<file path="src/rtl/scalar_rf_pkg.sv">
// Shared constants and types for the scalar register file write-back path.
package scalar_rf_pkg;

    localparam int unsigned REG_ADDR_W = 5;
    localparam int unsigned NUM_REGS   = 32;

    typedef enum logic [1:0] {
        WB_ALU  = 2'd0,
        WB_LOAD = 2'd1,
        WB_VRED = 2'd2
    } wb_req_e;

    typedef logic [REG_ADDR_W-1:0] reg_addr_t;

    function automatic logic [NUM_REGS-1:0] reg_onehot(input reg_addr_t a);
        logic [NUM_REGS-1:0] v;
        v    = '0;
        v[a] = 1'b1;
        return v;
    endfunction

endpackage

</file>
<file path="src/rtl/rr_arbiter.sv">
// Combinational round-robin arbiter: first valid request at or after ptr, wrapping modulo N.
module rr_arbiter #(
    parameter int unsigned N  = 3,
    parameter int unsigned IW = (N > 1) ? $clog2(N) : 1
) (
    input  logic [N-1:0]  req,
    input  logic [IW-1:0] ptr,
    output logic [N-1:0]  gnt,
    output logic [IW-1:0] idx
);

    logic          found;
    logic [IW:0]   sum;
    logic [IW-1:0] cand;

    always_comb begin
        gnt   = '0;
        idx   = '0;
        found = 1'b0;
        sum   = '0;
        cand  = '0;
        for (int k = 0; k < int'(N); k++) begin
            sum = {1'b0, ptr} + (IW + 1)'(k);
            if (sum >= (IW + 1)'(N)) begin
                sum = sum - (IW + 1)'(N);
            end
            cand = sum[IW-1:0];
            if (!found && req[cand]) begin
                found     = 1'b1;
                gnt[cand] = 1'b1;
                idx       = cand;
            end
        end
    end

endmodule

</file>
<file path="src/rtl/scalar_rf_wb_arbiter.sv">
// Shares the scalar RF write port among NREQ requesters and tracks per-register busy bits.
// Define SCALAR_WB_R0_ZERO_EN to make register 0 a hardwired constant (writes dropped, never busy).
module scalar_rf_wb_arbiter
    import scalar_rf_pkg::*;
#(
    parameter int unsigned WIDTH = 16,
    parameter int unsigned NREQ  = 3
) (
    input  logic                         clk,
    input  logic                         rst,
    input  logic [NREQ-1:0]              req_valid,
    input  logic [REG_ADDR_W*NREQ-1:0]   req_rd,
    input  logic [WIDTH*NREQ-1:0]        req_wd,
    output logic [NREQ-1:0]              req_ready,
    output logic [REG_ADDR_W-1:0]        rf_rd,
    output logic [WIDTH-1:0]             rf_wd,
    output logic                         rf_wes,
    input  logic                         iss_valid,
    input  logic [REG_ADDR_W-1:0]        iss_rs1,
    input  logic [REG_ADDR_W-1:0]        iss_rs2,
    input  logic [REG_ADDR_W-1:0]        iss_rs3,
    input  logic [REG_ADDR_W-1:0]        iss_rd,
    input  logic                         iss_wr,
    output logic                         iss_stall,
    output logic [NUM_REGS-1:0]          busy
);

    localparam int unsigned PW = (NREQ > 1) ? $clog2(NREQ) : 1;

    logic [PW-1:0]       ptr_q, ptr_d;
    logic [NREQ-1:0]     gnt;
    logic [PW-1:0]       gnt_idx;
    logic                any_gnt;
    reg_addr_t           gnt_rd;
    logic [WIDTH-1:0]    gnt_wd;
    logic                wb_en;
    logic                iss_accept;
    logic [NUM_REGS-1:0] busy_d;

    rr_arbiter #(
        .N  (NREQ),
        .IW (PW)
    ) u_rr_arbiter (
        .req (req_valid),
        .ptr (ptr_q),
        .gnt (gnt),
        .idx (gnt_idx)
    );

    // No transfer is accepted while reset is held, so pending requests are dropped.
    assign req_ready = rst ? '0 : gnt;
    assign any_gnt   = |req_ready;

    always_comb begin
        gnt_rd = '0;
        gnt_wd = '0;
        for (int i = 0; i < int'(NREQ); i++) begin
            if (gnt[i]) begin
                gnt_rd = req_rd[i*REG_ADDR_W +: REG_ADDR_W];
                gnt_wd = req_wd[i*WIDTH +: WIDTH];
            end
        end
    end

    always_comb begin
        ptr_d = ptr_q;
        if (any_gnt) begin
            ptr_d = (gnt_idx == PW'(NREQ - 1)) ? '0 : gnt_idx + PW'(1);
        end
    end

`ifdef SCALAR_WB_R0_ZERO_EN
    assign wb_en = any_gnt && (gnt_rd != '0);
`else
    assign wb_en = any_gnt;
`endif

    assign iss_stall  = iss_valid & (busy[iss_rs1] | busy[iss_rs2] | busy[iss_rs3] |
                                     (iss_wr & busy[iss_rd]));
    assign iss_accept = iss_valid & ~iss_stall & iss_wr;

    // Clear applied before set so an issue and a write-back to the same register leave it busy.
    always_comb begin
        busy_d = busy;
        if (any_gnt) begin
            busy_d = busy_d & ~reg_onehot(gnt_rd);
        end
        if (iss_accept) begin
            busy_d = busy_d | reg_onehot(iss_rd);
        end
`ifdef SCALAR_WB_R0_ZERO_EN
        busy_d[0] = 1'b0;
`endif
    end

    always_ff @(posedge clk or posedge rst) begin
        if (rst) begin
            ptr_q  <= '0;
            busy   <= '0;
            rf_wes <= 1'b0;
            rf_rd  <= '0;
            rf_wd  <= '0;
        end else begin
            ptr_q  <= ptr_d;
            busy   <= busy_d;
            rf_wes <= wb_en;
            if (wb_en) begin
                rf_rd <= gnt_rd;
                rf_wd <= gnt_wd;
            end
        end
    end

endmodule
</file>
<file path="config.mk">
export PLATFORM = sky130hd
export DESIGN_NAME = scalar_rf_wb_arbiter
export DESIGN_NICKNAME = d
export VERILOG_FILES = /design/src/rtl/scalar_rf_pkg.sv /design/src/rtl/rr_arbiter.sv /design/src/rtl/scalar_rf_wb_arbiter.sv
export SDC_FILE = /design/constraint.sdc
export NUM_CORES = 1
export LEC_CHECK = 0
export ABC_AREA = 1
export CAP_MARGIN = 20
export CORE_ASPECT_RATIO = 0.75
export CORE_UTILIZATION = 51
export DETAILED_ROUTE_END_ITERATION = 10
export PLACE_DENSITY_LB_ADDON = 0.25
export SYNTH_ARGS = -nofsm -noshare
export SYNTH_HDL_FRONTEND = slang
export SYNTH_SLANG_ARGS = --single-unit
</file>
<file path="constraint.sdc">
create_clock -name clk -period 6.25 [get_ports clk]
set_clock_uncertainty 0.05 [all_clocks]
set_input_delay 1.875 -clock clk [delete_from_list [all_inputs] [get_ports clk]]
set_output_delay 1.875 -clock clk [all_outputs]
set_load 0.005 [all_outputs]
</file>
After elaboration in Yosys (flattened, before gate mapping)

Index checks and enable logic that the tools add are counted.
Widths: inputs -> output; s select.

Reduce and logical (&&, ||, !) cells: 10
Order comparisons: 16
Multiplexer cells: 45
Bitwise operators: 13
Equal/unequal tests: 1
$add $sub $neg: 6

Operators by type and width:

| cell                | number |
|---|---|
| $mux 32             | 2 |
| $mux 16             | 3 |
| $and 32x32->32      | 1 |
| $not 32->32         | 1 |
| $or 32x32->32       | 1 |
| $lt 5x6->1 const B  | 5 |
| $bmux 1 s5          | 4 |
| $mux 5              | 3 |
| $mux 1              | 14 |
| $mux 2              | 7 |
| $mux 3              | 4 |
| $demux 1 s5         | 2 |
| $ge 5x1->1 const B  | 2 |
| $lt 2x3->1 const B  | 3 |
| $logic_and 1x1->1   | 7 |
| $bmux 1 s2          | 3 |
| $demux 1 s2         | 3 |
| $ge 2x1->1 const B  | 3 |
| $ge 3x2->1 const B  | 2 |
| $or 3x3->3          | 2 |
| $sub 2x2->2 const B | 3 |
| $and 1x1->1         | 4 |
| $add 2x1->3 const B | 1 |
| $add 2x2->3 const B | 1 |
| other kinds (7)     | 10 |

Flip-flop bits (word level): 56
Input bits: 90
Output and inout bits: 58

Logic depth before layout (Yosys ltp)

Word-level depth: 23
Mapped depth: 20

Cells and area by module

From an unflattened synthesis, not the netlist that was laid out.

Cells, all modules: 747
Area, all modules: 4630.7 µm²

By module, submodules not included:

| module               | times used | area an instance (µm²) | cells each | sequential area each (µm²) |
|---|---|---|---|---|
| scalar_rf_wb_arbiter | 1          | 4314.1                 | 685        | 1401.3 |
| rr_arbiter           | 1          | 316.6                  | 62         | 0.0 |

Worst setup path before layout

No wires, ideal clock.

Kind: input-to-output
Start: input rst
End: output req_ready[0]
Cell stages on the path: 3
Arrival time: 3.416 ns
Path slack: 0.909 ns
Buffers on the path: 0
Path through: inv_1 nand2_1 inv_1

Cells in the longest elaborated chain, start to end: 1

Ends and longest elaborated chain:

| element     | RTL line                   | text |
|---|---|---|
| from (decl) | scalar_rf_wb_arbiter.sv:10 | `input logic rst,` |
| $mux 3      | scalar_rf_wb_arbiter.sv:51 | `assign req_ready = rst ? '0 : gnt;` |
| to (decl)   | scalar_rf_wb_arbiter.sv:14 | `output logic [NREQ-1:0] req_ready,` |

Every way passes these cells.

Final worst setup path

Start: input iss_rd[1]
End: output iss_stall

Cells in the longest elaborated chain, start to end: 5

Ends and longest elaborated chain:

| element                      | RTL line                   | text |
|---|---|---|
| from (decl)                  | scalar_rf_wb_arbiter.sv:22 | `input logic [REG_ADDR_W-1:0] iss_rd,` |
| $bmux 1 s5                   | scalar_rf_wb_arbiter.sv:79 | `(iss_wr & busy[iss_rd]));` |
| $mux 1 (not written as such) | scalar_rf_wb_arbiter.sv:79 |  |
| $and 1x1->1                  | scalar_rf_wb_arbiter.sv:79 |  |
| $or 1x1->1                   | scalar_rf_wb_arbiter.sv:78 | `assign iss_stall = iss_valid & (busy[iss_rs1] \| busy[iss_rs2] \| busy[iss_rs3] \|` |
| $and 1x1->1                  | scalar_rf_wb_arbiter.sv:78 |  |
| to (decl)                    | scalar_rf_wb_arbiter.sv:24 | `output logic iss_stall,` |

Every way passes these cells. The select of a mux whose other input is x is not followed.

==> Flow_metrics.wiki <==
{| class="wikitable"
! Metric !! Value
|-
| Post-route antenna net violation count || 0
|-
| Overall global routing resource usage || 0.352
|-
| First-pass detailed-route iteration total || 9
|-
| Total number of yosys warnings || 0
|-
| Antenna violations before repair || 0
|-
| Worst setup path category || input port to output pin
|-
| Placer Congestion || 0.933
|-
| DRT iter0 DRCs || ~850
|-
| Core Rows || 29
|-
| Compound-gate portion of the synthesized area || 0.194
|-
| Failing checks || DRC
|-
| Global-route congestion overflow total || 0
|-
| Worst min-delay path class || register to register
|-
| Post-CTS repair timing setup buffer count || 0
|-
| Area share of xor/xnor cells in the synthesized design || 0
|-
| Maximum capacitance violations || 0
|-
| Drt drc || 6
|-
| Most used standard cells in the synthesized netlist || sky130_fd_sc_hd__nand2_1 (260), sky130_fd_sc_hd__dfrtp_1 (56), sky130_fd_sc_hd__o21ai_0 (54), sky130_fd_sc_hd__inv_1 (46)
|-
| Largest net degree at the start of global routing || 55
|-
| Resized Gates After CTS || 0
|-
| Layout Nets || slightly above 900
|-
| Critical Path Fanout Max || 13
|-
| Data arrival time at the worst-slack endpoint || between 4 and 5 ns
|-
| Multiplexer fraction of the synthesized cell area || 0
|-
| Clock network latency to the later pin of the worst-skew pair || roughly 0.30 ns
|-
| RSZ-0062 raised after global routing || false
|-
| Slew at the pin with the worst max-slew slack || just over 1 ns
|-
| Area of the core region || roughly 8600 sq um
|-
| Via count of the first global-routing pass || roughly 5300
|-
| Post-synthesis cell type with the largest combined area || sky130_fd_sc_hd__dfrtp_1
|-
| Fraction of the mapped netlist area in simple logic gates || 0.406
|-
| Vias || 5635
|-
| Number of buffers on the longest clock path || 2
|-
| Number of buffers created by CTS || 5
|-
| Post-synthesis share of cell area spent on full adders, half adders and majority gates || 0.0109
|-
| Initial Utilization || 0.533
|-
| Count leader, synth || sky130_fd_sc_hd__nand2_1
|-
| Distinct cell type count after synthesis || 34
|-
| Largest family of logic cells by synthesized area || simple AND/OR/NAND/NOR gates
|-
| Count of inserted antenna diode cells || 0
|-
| Crit. End Element || output pin
|-
| Final hold violations || 0
|-
| Rel. slew slack || 0.315
|-
| Mapped Nets || a little under 800
|-
| CP Launch Type || input port
|-
| Setup slack of the worst register-to-register path || 3.07 ns
|-
| Final setup fails || 0
|-
| Boundary pin count || 148
|-
| Hold path startpoint || rf_wd[4]
|-
| TritonCTS clock tree || built
|-
| Post-synth EDFFs || 0
|-
| Die Span X || about 110 um
|-
| Post-route insts no fill || ~950
|-
| Endpoint of the worst-slack reg-to-reg timing path || rf_rd[3]
|-
| Mean cell area of the mapped netlist || 6.55 sq um
|-
| Power Dens Cells || slightly above 500 nW/um^2
|-
| Worst setup path endpoint || iss_stall
|-
| Die outline height || roughly 84 um
|-
| Highest ir drop seen on vdd || 0.323 mV
|-
| Master cell of the clock root buffer || sky130_fd_sc_hd__clkbuf_16
|-
| Max Clk Rate || 0.166 GHz
|-
| Clock sink count || between 50 and 60
|-
| Total Wirelength || 16400 um
|-
| Placed cell count || approximately 940
|-
| Critical Path RT || between 4 and 5 ns
|-
| Top-area cell type share of the netlist area || 0.306
|-
| Number of fillers in the final layout || between 600 and 700
|-
| Origin of the worst setup path || iss_rd[1]
|-
| Number of levels the H-tree was split into || 2
|-
| Area growth syn-to-layout || 37.6%
|-
| Source of the worst register-to-register timing path || ptr_q[1]
|-
| Routed wire per std cell || about 17 um
|-
| Hold_buf cts || 0
|-
| Syn Std Cell Area || approximately 4600 sq um
|-
| Leakage || 2.99 nW
|-
| Share of flip-flops with an asynchronous set or reset after synthesis || 1.00
|-
| Status || complete, but fails checks
|-
| Part of the Yosys area used for sequential elements || 0.306
|-
| Final period demand of the worst path || about 6 ns
|-
| Count of buffers inserted at the top-level ports || between 100 and 150
|-
| Number of cells traversed by the worst register-to-register path || 15
|-
| Half-perimeter wire length after detailed placement || 12200 um
|-
| Most used DFF post-synth || sky130_fd_sc_hd__dfrtp_1
|-
| Number of cells produced by synthesis || around 700
|-
| Register bit count reported by yosys || 56
|-
| Area enclosed by the die boundary || 9370 sq um
|-
| Via density || between 5 and 6
|-
| Share of final-layout standard cells stronger than drive strength 1 || 0.0871
|-
| Wire length of the first global-routing pass || 26300 um
|-
| Setup TNS || 0 ns
|-
| Final Slew Violations || 0
|-
| Final clock period utilization by the worst path || 0.964
|-
| Cell types with the largest area share after synthesis || sky130_fd_sc_hd__dfrtp_1 (31%), sky130_fd_sc_hd__nand2_1 (21%), sky130_fd_sc_hd__o21ai_0 (5.9%)
|-
| Clock-pin transition on the worst setup and hold timing paths || around 0.070 ns
|}
## power breakdown
part	internal (W)	switching [W]
sequential	0.000520	0.000224
combinational	0.000823	0.00140
clock	0.000149	0.000132
total	0.00149	0.00175
## per-layer routing
metal / wire, um / track usage
met2: 7140 / 0.540
met1: 6720 / 0.497
met5: 0 / 0
met3: 2210 / 0.0755
met4: 351 / 0.103
## flip-flops by register name (all words and copies together) (netlist names)
register and flops:
ptr_q 2, rf_wd 16, busy 32, rf_rd 5, rf_wes 1
## area by class of cell
| cell class | count | area [sq um] | area share |
|---|---|---|---|
| repair buffers | 165 | 1610 | 0.256 |
| multi-input cells | 553 | 2800 | 0.444 |
| flip-flops and latches | 56 | 1400 | 0.222 |
| well taps | 108 | 135 | 0.0214 |
| inverters | 57 | 219 | 0.0347 |
| clock buffers | 6 | 129 | 0.0204 |
| clock inverters | 1 | 8.76 | 0.00139 |
## metrics by stage
stage	setup WS, ns	util	instance area (sq um)	hold slack [ns]	total power, W
6_report	0.224	0.733	6300	0.433	0.00324
3_3_place_gp	0.286	0.716	6160	0.415	0.00284
5_1_grt	0.0567	0.733	6300	0.459	0.00348
4_1_cts	0.162	0.732	6300	0.435	0.00320
2_1_floorplan	0.909	-	4580	0.423	0.00216
3_5_place_dp	0.195	0.716	6160	0.415	0.00291
## cell usage in the layout (no fill, tap or decap), types with 3 or more instances in the layout
cell type and count:
sky130_fd_sc_hd__buf_4 18, sky130_fd_sc_hd__a21oi_1 24, sky130_fd_sc_hd__a22oi_1 31, sky130_fd_sc_hd__nor3_1 9, sky130_fd_sc_hd__or2_1 3, sky130_fd_sc_hd__nand2_4 4
sky130_fd_sc_hd__dfrtp_1 56, sky130_fd_sc_hd__nand3_1 34, sky130_fd_sc_hd__inv_2 9, sky130_fd_sc_hd__clkdlybuf4s50_1 145, sky130_fd_sc_hd__clkbuf_16 5, sky130_fd_sc_hd__o221ai_1 3
sky130_fd_sc_hd__nor2_2 10, sky130_fd_sc_hd__o211ai_1 25, sky130_fd_sc_hd__nand3_2 4, sky130_fd_sc_hd__inv_1 45, sky130_fd_sc_hd__nand2_1 260, sky130_fd_sc_hd__o21ai_0 54
sky130_fd_sc_hd__nor2_1 28, sky130_fd_sc_hd__nand2_2 10, sky130_fd_sc_hd__nand4_1 34, sky130_fd_sc_hd__ha_1 4, sky130_fd_sc_hd__nor2_4 3
## worst max-delay path: stages
cell                              delay, ns
sky130_fd_sc_hd__clkdlybuf4s50_1       0.52
sky130_fd_sc_hd__nand2_1               0.07
sky130_fd_sc_hd__inv_1                 0.36
sky130_fd_sc_hd__a22oi_1               0.16
sky130_fd_sc_hd__nand2_1               0.09
sky130_fd_sc_hd__nand2_1               0.06
sky130_fd_sc_hd__nand2_1               0.09
sky130_fd_sc_hd__nor2_1                0.05
sky130_fd_sc_hd__nand2_1               0.06
sky130_fd_sc_hd__nand2_1               0.05
sky130_fd_sc_hd__nand2_1               0.07
sky130_fd_sc_hd__nor2_2                0.05
sky130_fd_sc_hd__nor2_1                0.08
sky130_fd_sc_hd__clkdlybuf4s50_1       0.50
## cell families (layout without fill, tap and decap cells)
logic type               count (synthesis)  in the layout
AND/OR/NAND/NOR                        405            405
AO/OA/AOI/OAI                          144            144
buffers and inverters                   90            229
flip-flops                              56             56
adder cells (fa/ha/maj)                  4              4
## worst min-delay path by stage
stage               end  cells past startpoint
4_1_cts        rf_wd[4]                      2
5_1_grt        rf_wd[4]                      2
3_5_place_dp   rf_wd[4]                      2
2_1_floorplan  rf_wd[0]                      2
6_report       rf_wd[4]                      2
3_3_place_gp   rf_wd[9]                      2
Power figures use the tool's default switching activity.
